$ cat config.mk
export PLATFORM = sky130hd
export DESIGN_NAME = i_fetch_ctrl
export DESIGN_NICKNAME = d
export VERILOG_FILES = /design/src/rtl/i_fetch_ctrl.sv
export SDC_FILE = /design/constraint.sdc
export NUM_CORES = 1
export LEC_CHECK = 0
export BUFFER_PORTS_ARGS = -buffer_cell sky130_fd_sc_hd__buf_2
export CAP_MARGIN = 0
export CORE_MARGIN = 4
export CORE_UTILIZATION = 57
export CTS_CLUSTER_SIZE = 30
export DETAILED_ROUTE_END_ITERATION = 7
export PLACE_DENSITY = 0.94
export SETUP_SLACK_MARGIN = 0.5
export SYNTH_ARGS = -nofsm -noshare
export SYNTH_HDL_FRONTEND = slang
export SYNTH_SLANG_ARGS = --single-unit
$ cat constraint.sdc
create_clock -name clk_i -period 7.6 [get_ports clk_i]
set_clock_uncertainty 0.2 [all_clocks]
set_input_delay 0 -clock clk_i [delete_from_list [all_inputs] [get_ports clk_i]]
set_output_delay 0 -clock clk_i [all_outputs]
set_load 0.01 [all_outputs]
$ cat src/rtl/i_fetch_ctrl.sv
// ---------------------------------------------------------------------------
// i_fetch_ctrl
//
// Instruction fetch controller. A program counter addresses an async-read
// instruction ROM; each fetched word is pushed together with its address
// into a 2-entry FIFO whose head is presented to decode. Redirects flush the
// FIFO and reload the pc; halt stops fetching while queued entries drain.
//
// Optional feature (macro PJ_FETCH_STALL_CNT_EN): adds stall_cnt_o, a
// saturating count of RUN cycles in which decode back-pressures a valid
// instruction.
//
// Handshake: an instruction transfers to decode on a cycle where
// instr_v_o && instr_ready_i at the rising edge; instr_o/instr_pc_o are held
// stable while instr_v_o is high and instr_ready_i is low.
//
// Ports:
//   clk_i          in   clock, rising edge
//   reset_n_i      in   synchronous active-low reset
//   start_i        in   leave IDLE/HALT and (re)start fetching
//   halt_i         in   stop fetching (RUN only)
//   rom_addr_o     out  ROM address (current pc)
//   rom_data_i     in   ROM word at rom_addr_o, same cycle
//   redirect_v_i   in   redirect strobe (RUN/HALT only)
//   redirect_pc_i  in   redirect target
//   instr_v_o      out  instruction valid to decode
//   instr_o        out  instruction word (FIFO head)
//   instr_pc_o     out  address of instr_o
//   instr_ready_i  in   decode accepts
//   halted_o       out  high while in HALT
//   state_o        out  debug view of the FSM state (0 IDLE, 1 RUN, 2 HALT)
//   stall_cnt_o    out  16-bit stall counter (only with PJ_FETCH_STALL_CNT_EN)
// ---------------------------------------------------------------------------
module i_fetch_ctrl #(
    parameter int I_ROM_DEPTH_P = 16,
    parameter int WORD_SIZE_P   = 32,
    parameter int RESET_PC_P    = 0,
    localparam int ADDR_WIDTH_LP = $clog2(I_ROM_DEPTH_P)
) (
    input  logic                     clk_i,
    input  logic                     reset_n_i,
    input  logic                     start_i,
    input  logic                     halt_i,
    output logic [ADDR_WIDTH_LP-1:0] rom_addr_o,
    input  logic [WORD_SIZE_P-1:0]   rom_data_i,
    input  logic                     redirect_v_i,
    input  logic [ADDR_WIDTH_LP-1:0] redirect_pc_i,
    output logic                     instr_v_o,
    output logic [WORD_SIZE_P-1:0]   instr_o,
    output logic [ADDR_WIDTH_LP-1:0] instr_pc_o,
    input  logic                     instr_ready_i,
    output logic                     halted_o,
    output logic [1:0]               state_o
`ifdef PJ_FETCH_STALL_CNT_EN
    ,
    output logic [15:0]              stall_cnt_o
`endif
);

    localparam logic [1:0] ST_IDLE = 2'd0;
    localparam logic [1:0] ST_RUN  = 2'd1;
    localparam logic [1:0] ST_HALT = 2'd2;

    localparam logic [ADDR_WIDTH_LP-1:0] RESET_PC_LP = ADDR_WIDTH_LP'(RESET_PC_P);
    localparam logic [ADDR_WIDTH_LP-1:0] LAST_PC_LP  = ADDR_WIDTH_LP'(I_ROM_DEPTH_P - 1);

    logic [1:0]               state_q, state_d;
    logic [ADDR_WIDTH_LP-1:0] pc_q, pc_d, pc_inc;
    logic [1:0]               count_q, count_d;
    logic [1:0]               wr_slot;

    // FIFO storage: entry 0 is always the head.
    logic [WORD_SIZE_P-1:0]   data0_q, data0_d, data1_q, data1_d;
    logic [ADDR_WIDTH_LP-1:0] epc0_q, epc0_d, epc1_q, epc1_d;

    logic redirect_act;
    logic deq;
    logic enq;

    // A redirect strobe always masks instr_v_o, even in IDLE where the FIFO
    // is empty anyway; it only takes effect outside IDLE.
    assign redirect_act = redirect_v_i && (state_q != ST_IDLE);
    assign instr_v_o    = (count_q != 2'd0) && !redirect_v_i;
    assign deq          = instr_v_o && instr_ready_i;
    assign enq          = (state_q == ST_RUN) && ((count_q != 2'd2) || deq)
                          && !halt_i && !redirect_v_i;

    // Explicit wrap so non-power-of-two ROM depths work.
    assign pc_inc  = (pc_q == LAST_PC_LP) ? '0 : pc_q + 1'b1;
    // After a same-cycle dequeue the tail slot moves down by one.
    assign wr_slot = count_q - {1'b0, deq};

    assign rom_addr_o = pc_q;
    assign instr_o    = data0_q;
    assign instr_pc_o = epc0_q;
    assign halted_o   = (state_q == ST_HALT);
    assign state_o    = state_q;

    always_comb begin
        state_d = state_q;
        case (state_q)
            ST_IDLE: if (start_i) state_d = ST_RUN;
            ST_RUN:  if (halt_i)  state_d = ST_HALT;
            ST_HALT: if (start_i) state_d = ST_RUN;
            default: state_d = ST_IDLE;
        endcase
    end

    always_comb begin
        pc_d    = pc_q;
        count_d = count_q;
        data0_d = data0_q;
        data1_d = data1_q;
        epc0_d  = epc0_q;
        epc1_d  = epc1_q;
        if (redirect_act) begin
            count_d = 2'd0;
            pc_d    = redirect_pc_i;
        end else begin
            if (deq) begin
                data0_d = data1_q;
                epc0_d  = epc1_q;
            end
            if (enq) begin
                if (wr_slot == 2'd0) begin
                    data0_d = rom_data_i;
                    epc0_d  = pc_q;
                end else begin
                    data1_d = rom_data_i;
                    epc1_d  = pc_q;
                end
                pc_d = pc_inc;
            end
            count_d = count_q + {1'b0, enq} - {1'b0, deq};
        end
    end

    always_ff @(posedge clk_i) begin
        if (!reset_n_i) begin
            state_q <= ST_IDLE;
            pc_q    <= RESET_PC_LP;
            count_q <= 2'd0;
        end else begin
            state_q <= state_d;
            pc_q    <= pc_d;
            count_q <= count_d;
        end
    end

    // Payload registers need no reset: they are only observed when count != 0.
    always_ff @(posedge clk_i) begin
        data0_q <= data0_d;
        data1_q <= data1_d;
        epc0_q  <= epc0_d;
        epc1_q  <= epc1_d;
    end

`ifdef PJ_FETCH_STALL_CNT_EN
    logic [15:0] stall_cnt_q;
    logic        stall_inc;

    assign stall_inc   = (state_q == ST_RUN) && instr_v_o && !instr_ready_i
                         && (stall_cnt_q != 16'hFFFF);
    assign stall_cnt_o = stall_cnt_q;

    always_ff @(posedge clk_i) begin
        if (!reset_n_i) begin
            stall_cnt_q <= 16'd0;
        end else if (stall_inc) begin
            stall_cnt_q <= stall_cnt_q + 16'd1;
        end
    end
`else
    // Stall counter not built.
`endif

endmodule

; Word-level counts from Yosys, hierarchy flattened
; Index checks and enable logic that the tools add are counted.
[op_classes]
add_sub_neg = 4
eq_ne = 6
muxes = 12
bitwise = 3
n_reduce_logical = 18
[op_table]
columns = op, n
row1 = 32-bit two-way mux, 3
row2 = 4-bit two-way mux, 6
row3 = 1-bit logical AND, 6
row4 = 2-bit nonzero test, 3
row5 = "4-bit by 1-bit adder with 4-bit output, second input constant", 1
row6 = "4-bit == test, second input constant", 1
row7 = 2-bit zero test, 2
row8 = 2-bit two-way mux, 2
row9 = "2-bit != test, second input constant", 2
row10 = 2-bit one-hot mux with 2 select lines, 1
row11 = 2-bit OR reduction, 2
row12 = 2-bit by 1-bit subtractor with 2-bit output, 2
row13 = 1-bit NOT, 3
row14 = 3-bit AND reduction, 1
row15 = 2-bit by 1-bit adder with 2-bit output, 1
row16 = "2-bit by 1-bit == test with 1-bit output, second input constant", 1
row17 = "2-bit == test, second input constant", 1
row18 = 1-bit zero test, 2
row19 = "2-bit by 1-bit != test with 1-bit output, second input constant", 1
row20 = 2-bit AND reduction, 1
row21 = 1-bit logical OR, 1
[word_totals]
register_bits = 80
input_bits = 42
out_inout_bits = 44
wordCells = 50

; Logic depth before layout (Yosys ltp)
; Gate-level depths: netlist (run 1).
[logic_depth]
depth_word = 9
ltp_mapped = 10
depth_no_buf = 9

; Worst setup path after synthesis (run 1)
; Ideal clock, no wire load.
[synth_timing]
kind = reg2reg
from = register state_q[0] (netlist: state_o[0])
to = register data1_q[0], enable pin
setup_time_ps = 429
t_arrival_ps = 2505
t_required_ps = 6971
path_slack_ps = 4466
stages_incl_launch_ff = 3
path_buffers = 0
period_less_slack_ps = 3134
cell_sequence = dfxtp_1 -> or4b_4 -> nor2_1
[synth_via]
elab_chain_len = 5
elab_cells_between_ends = 8
classes_between = eq/ne (1) / bitwise (1) / reduce/logical (6)
[synth_lines]
columns = element, line_no
row1 = "start, declared", 67  ; logic [1:0] state_q, state_d;
row2 = "start signal, assigned", 144  ; state_q <= state_d;
row3 = 2-bit by 1-bit == test with 1-bit output, 85  ; assign enq = (state_q == ST_RUN) && ((count_q != 2'd2) || deq)
row4 = 1-bit logical AND, 85
row5 = 1-bit logical AND (2 in a row), 86  ; && !halt_i && !redirect_v_i;
row6 = 3-bit AND reduction (no line) (*), -
row7 = "end signal, assigned", 153  ; data1_q <= data1_d;
row8 = "end, declared", 73  ; logic [WORD_SIZE_P-1:0] data0_q, data0_d, data1_q, data1_d;
; Mark *: on every way between the ends. The rest lies on a longest branch, timed or not.
; A chain may end at the register's enable or synchronous reset.

; Worst setup path in the final report (run 1)
[layout_timing]
from = register state_q[0] (netlist: state_o[0])
to = register data0_q[2] (netlist: instr_o[2]), data pin
[layout_via]
elab_chain_len = 5
[layout_lines]
columns = element, line_no
row1 = 2-bit by 1-bit == test with 1-bit output, 85
row2 = 1-bit logical AND, 85
row3 = 1-bit logical AND (2 in a row), 86
row4 = 32-bit two-way mux, 124  ; if (enq) begin
row5 = "end signal, assigned", 152  ; data0_q <= data0_d;
row6 = "end, declared", 73
; Every way passes these cells.

==> results of run 1 <==
## synthesized netlist by cell type, types with 3 or more instances
cell / n / area share
ha_1: 3 / 0.011
o21ai_1: 4 / 0.0059
mux2i_1: 37 / 0.11
inv_1: 4 / 0.0044
buf_6: 4 / 0.013
nand2_1: 41 / 0.045
buf_2: 3 / 0.0044
edfxtp_1: 72 / 0.63
o21ai_0: 36 / 0.053
clkbuf_2: 3 / 0.0044
dfxtp_1: 8 / 0.047
a31oi_1: 3 / 0.0055
## path summary, 6_finish.rpt
| path | from | end | slack, ps |
|---|---|---|---|
| max | state_o[0] | instr_o[2] | 4640 |
| min | redirect_v_i | rom_addr_o[0] | 50 |
| max reg2reg | state_o[0] | instr_o[2] | 4640 |
| min reg2reg | rom_addr_o[1] | epc1_q[1] | 360 |
## routing by layer
layer | vias to the layer above | GRT usage | wire, um
met5 | - | 0 | 0
met4 | 0 | 0.05324 | 62
met3 | 9 | 0.06408 | 449
met2 | 74 | 0.3538 | 3549
met1 | 1125 | 0.2643 | 3173
li1 | 1178 | - | -
## logic make-up after synthesis
kind of cell	synth area share
DFF	0.6803
and+or+nand+nor	0.07698
AOI/OAI and AO/OA	0.08541
muxes	0.1085
buffers and inverters	0.02749
xor gates and xnor gates	0.01027
adders and majority gates	0.01100
## flip-flops by register name, indices dropped and copies added, names as in the netlist
signal      cells
data1_q        32
instr_o        32
epc1_q          4
instr_pc_o      4
rom_addr_o      4
count_q         2
state_o         2
## repair_timing
action	CTS	global route
setup buffers	0	0
endpoints found under the hold margin	72	0
hold buffers	41	0
## area by class of cell
type / count / area (um^2) / share of cell area
well taps: 72 / 90.09 / 0.01996
clock buffers: 11 / 131.4 / 0.02910
multi-input cells: 152 / 1016 / 0.2251
inverters: 4 / 15.01 / 0.003326
repair buffers: 129 / 858.3 / 0.1901
flip-flops and latches: 80 / 2322 / 0.5144
clock inverters: 5 / 81.33 / 0.01802
## power by group
part	switching, uW	total, uW	internal [uW]
clock	147	332	185
combinational	101	194	92.9
sequential	34.0	588	554
total	282	1110	832
## worst reg2reg max path, stage by stage (launching register included)
cell	delay, ps
dfxtp_1	470
or4b_4	550
a211oi_4	820
buf_4	490
o21ai_0	180
## per-stage QoR
step                      cells  power, uW  hold slack [ps]    util
final                       453       1114            45.18  0.8002
after CTS                   453       1121            33.38  0.8002
after detailed placement    396      775.7           -6.476  0.6897
after global routing        453       1171            67.35  0.8002
after global placement      396      762.9           -8.359  0.6897
after floorplan             247      684.1           -101.1       -
==> flow_metrics.py, run 1 <==
metrics = {
    "status": {
        "status": "finished, final reports clean",
    },
    "clock_network": {
        "cts_tree": "yes",
        "cts.htree.levels": 3,
        "clockBufferDepth": 2,
        "cts-root-buf": "clkbuf_8",
        "cts.sinks": 80,
        "ctsResizeCount": 0,
        "numCtsBuffers": 9,
        "clk_latency_ps": 340,
        "path_clk_slew_ps": 80,
    },
    "floorplan": {
        "core-area_um2": 5642,
        "ios": 86,
        "die_h_um": 85.39,
        "initial_utilization": 0.6050,
        "die_area_um2": 7291,
        "die_x_um": 85.39,
        "rows": 27,
    },
    "routing": {
        "viasPerCell": 5.267,
        "ant_nets": 0,
        "drc": 0,
        "drtIter0Drc": 186,
        "wl_per_cell_um": 15.97,
        "vias": 2386,
        "drt_wl_total_um": 7235,
        "firstDrtPassIters": 4,
    },
    "worst_setup_path": {
        "critical-path-slowest-cell": "a211oi_4",
        "endpoint_kind": "flip-flop",
        "path_class": "flip-flop to flip-flop",
        "cp_num_buf_inv": 1,
        "path_max_fanout": 44,
        "cp.depth": 4,
        "cp.required_ps": 7480,
        "cpPeakStageDelay_ps": 810,
        "cp-start-kind": "flip-flop",
        "critPathArrivalTime_ps": 2850,
        "cp_cell_sequence": "or4b_4 > a211oi_4 > buf_4 > o21ai_0",
        "r2r.worst_path.cells": 4,
        "crit_family": "compound AO/OA/AOI/OAI gates",
    },
    "final_layout": {
        "drive_above_1_share": 0.2887,
        "num-nets-final": 421,
        "mostFrequentLayoutCells": "buf_2, edfxtp_1, nand2_1, dlygate4sd3_1, mux2i_1",
        "final_common_cell": "buf_2",
        "syn_to_final_growth_pct": 32.26,
        "antennaDiodeCount": 0,
        "design_area_um2": 4514,
        "n_fill_cell": 326,
    },
    "timing": {
        "drv_slew": 0,
        "layout_setup_ws_ps": 4636,
        "hold_violations": 0,
        "setup_viol": 0,
        "max_slew_margin": 0.2914,
        "max_freq_mhz": 337.4,
        "post-route-min-period_ps": 2964,
        "tns_ps": 0,
        "timing.final.crit_share": 0.3899,
        "rsz0062_at_grt": "no",
        "worstMarginPinSlew_ps": 1060,
    },
    "yosys": {
        "synth_fp_nets": 292,
        "ys_ff_latch": 80,
        "synth-seq-area-share": 0.6804,
        "netlist_area_um2": 3413,
        "synth.distinct_cells": 35,
        "netlist_instances": 247,
        "async_reset_ff_frac": 0,
        "ys.warnings.count": 0,
        "ys.flop_type": "edfxtp_1",
        "synth_edf_count": 72,
        "avgSynthCellArea_um2": 13.82,
    },
    "global_routing": {
        "antenna_found_initial": 0,
        "grt-ovfl-total": 0,
        "first_global_vias": 2508,
        "grt_usage": 0.2098,
        "grt_max_degree": 47,
        "grt_pass1_wl_um": 11990,
    },
    "place": {
        "gp_congestion": 0.7257,
        "placed_cell_area_um2": 3891,
        "post-place-ws_ps": 4631,
        "port_buffers": 85,
        "place_hpwl_um": 4445,
    },
    "power_and_ir_drop": {
        "powerDensity_nw_per_um2": 246.8,
        "irDropWorstVdd_mv": 0.2374,
        "leakage_uw": 0.001975,
    },
    "hold_path": {
        "hold_path.class": "input port to flip-flop",
        "min_path_cells": 5,
    },
    "run": {
        "maxCapViolations": 0,
    },
}
(Power assumes the default switching activity.)
==> inputs of run 2 (changes only) <==
ABC_AREA = 1   (was not set)
CORE_UTILIZATION = 48   (was 57)
PLACE_DENSITY = 0.84   (was 0.94)
clock period = 2.52 ns   (was 7.6 ns; I/O delays follow)
==> run 2 against run 1 <==
Cell area increased by 8.3%. Critical path depth increased by 6. Non-clock buffer count increased by 10. Synthesized area rose by 7.3%. Via count rose by 28%. Sequential power increased to 3.1 times the previous value. Critical path type unchanged. Critical endpoint is now count_q[1]. Largest cell class unchanged. Highest routed layer unchanged.
==> flow_metrics.py, run 2 <==
metrics = {
    "status": {
        "status": "finished, final reports clean",
    },
    "worst_setup_path": {
        "r2r_slack_ps": 580,
        "regToRegStartpoint": "count_q[1]",
        "critical-path-slowest-cell": "dfxtp_1",
        "path_max_fanout": 3,
        "endpoint_kind": "flip-flop",
        "cpPeakStageDelay_ps": 360,
        "cp-start-kind": "flip-flop",
        "crit_start": "count_q[1]",
        "critPathArrivalTime_ps": 1990,
        "crit_path_end": "count_q[1]",
        "cp.required_ps": 2570,
        "r2r.worst_path.cells": 10,
        "reg2reg_to": "count_q[1]",
        "cp_cell_sequence": "inv_2 > nand2_2 > nand3_4 > clkinv_4 > ha_1 > inv_1 > ha_2 > xnor2_2 > xor2_1 > and3_1",
        "path_class": "flip-flop to flip-flop",
    },
    "final_layout": {
        "drive_above_1_share": 0.2563,
        "num-nets-final": 559,
        "n_fill_cell": 558,
        "mostFrequentLayoutCells": "nand2_1, buf_2, edfxtp_1",
        "final_common_cell": "nand2_1",
        "finish.utilization": 0.6672,
        "design_area_um2": 4891,
        "syn_to_final_growth_pct": 33.50,
        "antennaDiodeCount": 0,
    },
    "routing": {
        "drt_wl_total_um": 8746,
        "viasPerCell": 4.940,
        "drc": 0,
        "vias": 3053,
        "wl_per_cell_um": 14.15,
        "ant_nets": 0,
        "drtIter0Drc": 193,
        "firstDrtPassIters": 4,
    },
    "run": {
        "maxCapViolations": 0,
    },
    "global_routing": {
        "first_global_vias": 2997,
        "grt_max_degree": 37,
        "antenna_found_initial": 0,
        "grt_usage": 0.1998,
        "grt_pass1_wl_um": 13880,
        "grt-ovfl-total": 0,
    },
    "timing": {
        "post-route-min-period_ps": 1936,
        "max_slew_margin": 0.6145,
        "hold_violations": 0,
        "worstMarginPinSlew_ps": 577.5,
        "rsz0062_at_grt": "yes",
        "timing.final.crit_share": 0.7684,
        "tns_ps": 0,
        "drv_slew": 0,
        "setup_viol": 0,
        "layout_setup_ws_ps": 583.6,
        "max_freq_mhz": 516.4,
    },
    "clock_network": {
        "numCtsBuffers": 9,
        "cts.sinks": 80,
        "cts.htree.levels": 3,
        "path_clk_slew_ps": 80,
        "cts-root-buf": "clkbuf_8",
        "cts_tree": "yes",
        "clk_latency_ps": 350,
        "clockBufferDepth": 2,
    },
    "yosys": {
        "netlist_area_um2": 3664,
        "ys_ff_latch": 80,
        "async_reset_ff_frac": 0,
        "synth.distinct_cells": 28,
        "ys.warnings.count": 0,
        "yosysMostFrequentCell": "nand2_1",
        "synth_top_area_share": 0.5902,
        "synthTopCellsByCount": "nand2_1, edfxtp_1, o21ai_0",
        "netlist_instances": 381,
        "yosys.area.top_type": "edfxtp_1",
        "synth_area_leaders": "edfxtp_1, nand2_1, dfxtp_1, o21ai_0, o21ai_1",
        "synth_fp_nets": 426,
        "avgSynthCellArea_um2": 9.616,
        "synth-seq-area-share": 0.6339,
        "ys.flop_type": "edfxtp_1",
        "synth_edf_count": 72,
    },
    "place": {
        "gp_congestion": 0.7651,
        "post-place-ws_ps": 449.7,
        "place_hpwl_um": 5359,
        "port_buffers": 85,
        "placed_cell_area_um2": 4209,
    },
    "floorplan": {
        "die_h_um": 95.37,
        "rows": 31,
        "die_x_um": 95.37,
        "initial_utilization": 0.4997,
        "ios": 86,
        "die_area_um2": 9094,
        "core-area_um2": 7331,
    },
    "power_and_ir_drop": {
        "finalPower_uw": 3663,
        "irDropWorstVdd_mv": 0.3166,
        "powerDensity_nw_per_um2": 748.8,
        "leakage_uw": 0.002174,
    },
    "hold_path": {
        "hold_path.class": "input port to flip-flop",
    },
}
-- run 2: kinds of logic after synthesis --
family	synth area share
AOI/OAI and AO/OA	0.06318
xor gates and xnor gates	0.007173
adders and majority gates	0.01025
buffers and inverters	0.04064
DFF	0.6339
and+or+nand+nor	0.2449
-- run 2: metrics by stage --
stage               instances  hold WS (ps)
floorplan                 381        -155.9
global placement          557        -7.433
detailed placement        557        -4.552
CTS                       616         32.28
global route              618         80.50
finish                    618         58.74
-- run 2: how the worst min path moves through the flow --
stage / cells past startpoint / startpoint / end / slack (ps)
global route: 6 / halt_i / instr_o[6] / 80
floorplan: 1 / redirect_v_i / instr_v_o / -160
finish: 6 / halt_i / rom_addr_o[3] / 60
global placement: 1 / rom_data_i[23] / data1_q[23] / -7
CTS: 6 / halt_i / rom_addr_o[2] / 30
detailed placement: 1 / rom_data_i[23] / data1_q[23] / -5
-- run 2: report_power, final --
part / total, uW / internal, uW / switching (uW)
logic: 806 / 357 / 449
registers: 1800 / 1700 / 104
clock network: 1060 / 569 / 487
total: 3660 / 2620 / 1040
-- run 2: per-layer routing --
layer,track usage,part of all wire,up-vias
li1,-,-,1530
met1,0.2412,0.40,1372
met2,0.3364,0.51,132
met3,0.05762,0.079,19
met4,0.07933,0.016,0
met5,0,0,-
-- run 2: layout make-up --
cell class / count / area, um^2 / area share
Tap cell: 99 / 123.9 / 0.02533
Sequential cell: 80 / 2327 / 0.4758
Inverter: 12 / 50.05 / 0.01023
Clock buffer: 9 / 123.9 / 0.02533
Clock inverter: 7 / 103.9 / 0.02123
Timing Repair Buffer: 139 / 949.7 / 0.1942
Multi-Input combinational cell: 272 / 1212 / 0.2479
-- run 2: repair_timing --
item | 4_1_cts | 5_1_grt
endpoints found under the setup margin | 3 | 3
resized for setup | 0 | 3
buffers inserted | 2 | 2
endpoints found under the hold margin | 72 | 0
hold buffers | 41 | 0
pin swaps | 0 | 3
-- run 2: worst max-delay path, delay by kind of cell, from the launching register on --
family | cells | cell delay, ps
adder cells (fa/ha/maj) | 2 | 450
buffers and inverters | 3 | 180
flip-flops | 1 | 360
XOR/XNOR | 2 | 290
AND/OR/NAND/NOR | 3 | 350
==> inputs of run 3 (changes only) <==
CORE_UTILIZATION = 53   (was 48)
PLACE_DENSITY = 0.88   (was 0.84)
clock period = 1.8 ns   (was 2.52 ns; I/O delays follow)
==> run 3 against run 2 <==
First-iteration DRC count is 97% higher. Highest routed layer unchanged. Final cell count is 2.4% higher. Critical path type unchanged. The flow now finishes with violations (negative hold slack, negative setup slack). Worst hold slack worse by 290 ps. Critical path depth stayed put.
==> flow_metrics.py, run 3 (same netlist as run 2, synthesis figures left out) <==
metrics = {
    "global_routing": {
        "grt_max_degree": 37,
        "grt_usage": 0.2702,
        "antenna_found_initial": 0,
        "grt_pass1_wl_um": 17200,
        "grt-ovfl-total": 0,
        "first_global_vias": 3365,
    },
    "status": {
        "violations": "negative hold slack, negative setup slack",
        "status": "finished, violations left",
    },
    "timing": {
        "timing.final.crit_share": 1.080,
        "drv_slew": 0,
        "layout_setup_ws_ps": -144.8,
        "rsz0062_at_grt": "yes",
        "max_freq_mhz": 514.2,
        "hold_violations": 2,
        "worstMarginPinSlew_ps": 418.3,
        "whs_ps": -226.9,
        "setup_viol": 73,
        "post-route-min-period_ps": 1945,
        "max_slew_margin": 0.7212,
    },
    "worst_setup_path": {
        "endpoint_kind": "flip-flop",
        "critPathArrivalTime_ps": 2020,
        "r2r.worst_path.cells": 10,
        "path_max_fanout": 2,
        "r2r_slack_ps": -140,
        "cp.required_ps": 1870,
        "cp-start-kind": "flip-flop",
        "regToRegStartpoint": "state_o[1]",
        "path_class": "flip-flop to flip-flop",
        "reg2reg_to": "count_q[1]",
    },
    "place": {
        "gp_congestion": 0.7721,
        "place_hpwl_um": 5318,
        "port_buffers": 85,
    },
    "clock_network": {
        "path_clk_slew_ps": 100,
        "ctsHoldBuffers": 38,
        "numCtsBuffers": 9,
        "cts.sinks": 80,
        "cts.htree.levels": 3,
        "clk_latency_ps": 350,
        "cts_tree": "yes",
        "clockBufferDepth": 2,
        "cts-root-buf": "clkbuf_8",
    },
    "routing": {
        "drc": 0,
        "top_layer_used": "met4",
        "viasPerCell": 5.684,
        "vias": 3598,
        "drtIter0Drc": 380,
        "firstDrtPassIters": 5,
        "met2WireLength_um": 6687,
        "met3WireLength_um": 985,
        "m1WireLength_um": 4518,
        "drt_wl_total_um": 12680,
        "ant_nets": 0,
        "wl_per_cell_um": 20.03,
    },
    "floorplan": {
        "ios": 86,
        "initial_utilization": 0.5422,
        "die_area_um2": 8307,
        "rows": 30,
        "die_x_um": 91.14,
        "core-area_um2": 6756,
        "die_h_um": 91.14,
    },
    "final_layout": {
        "num-nets-final": 593,
        "mostFrequentLayoutCells": "nand2_1, buf_2, edfxtp_1",
        "antennaDiodeCount": 0,
        "final_common_cell": "nand2_1",
        "drive_above_1_share": 0.4358,
        "n_fill_cell": 332,
        "syn_to_final_growth_pct": 58.74,
        "finish.utilization": 0.8607,
    },
    "power_and_ir_drop": {
        "irDropWorstVdd_mv": 0.7171,
        "powerDensity_nw_per_um2": 945.4,
        "leakage_uw": 0.002614,
        "finalPower_uw": 5498,
    },
    "hold_path": {
        "hold_path.class": "input port to flip-flop",
        "min_path_cells": 3,
        "hold_start": "halt_i",
        "holdPathEnd": "state_o[1]",
    },
    "run": {
        "maxCapViolations": 0,
    },
}
run 3: cell count changes in the layout (fill, tap and decap cells not counted), sizes merged:
cell / change
buf: +29
clkbuf: +1
clkinv: +4
clkinvlp: +1
dlygate4sd3: -3
inv: +2
run 3: layout make-up:
class,instances,area [um^2],share of cell area
clock buffers,9,123.9,0.02130
repair inverters,7,108.9,0.01872
well taps,80,100.1,0.01721
flip-flops and latches,80,2333,0.4012
repair buffers,166,1468,0.2524
clock inverters,7,96.34,0.01657
multi-input cells,272,1516,0.2608
inverters,12,68.82,0.01183
run 3: stage by stage:
stage	setup slack (ps)	cell area, um^2	cells	setup TNS [ps]
floorplan	-193.7	3756	381	-7155
global placement	8.933	4313	542	0
detailed placement	-30.20	4313	542	-30.20
CTS	-10.20	5573	629	-10.20
global route	-206.4	5816	633	-10330
finish	-144.8	5816	633	-5864
run 3: report_power, final:
part	total [uW]	switching (uW)	internal (uW)
logic	1460	831	631
clock network	1490	706	781
registers	2550	171	2380
run 3: critical path, stage by stage, from the launching register on:
cell	delay (ps)
dfxtp_2	340
inv_2	60
nand2_2	70
nor2_4	150
nand3_4	100
ha_4	280
inv_2	40
ha_4	150
xnor2_2	160
xor2_1	150
and3_1	180
run 3: routing by layer:
layer  vias up  GRT usage
li1       1607          -
met1      1678     0.3093
met2       263     0.4838
met3        50    0.05385
met4         0     0.1244
met5         -          0
run 3: how the worst max path moves through the flow:
stage	startpoint	to	slack, ps	depth (start not counted)
after CTS	state_o[1]	count_q[1]	-10	10
after detailed placement	state_o[1]	count_q[1]	-30	10
after global routing	state_o[1]	count_q[1]	-210	10
final	state_o[1]	count_q[1]	-140	10
after floorplan	state_o[1]	data1_q[0]	-190	6
after global placement	state_o[0]	count_q[1]	9	9
run 3: what timing repair did:
action | 4_1_cts | 5_1_grt
endpoints found under the setup margin | 115 | 116
resized for setup | 96 | 51
hold endpoints to repair | 72 | 2
pin swaps | 14 | 14
buffers inserted | 23 | 3
cloned | 10 | 1
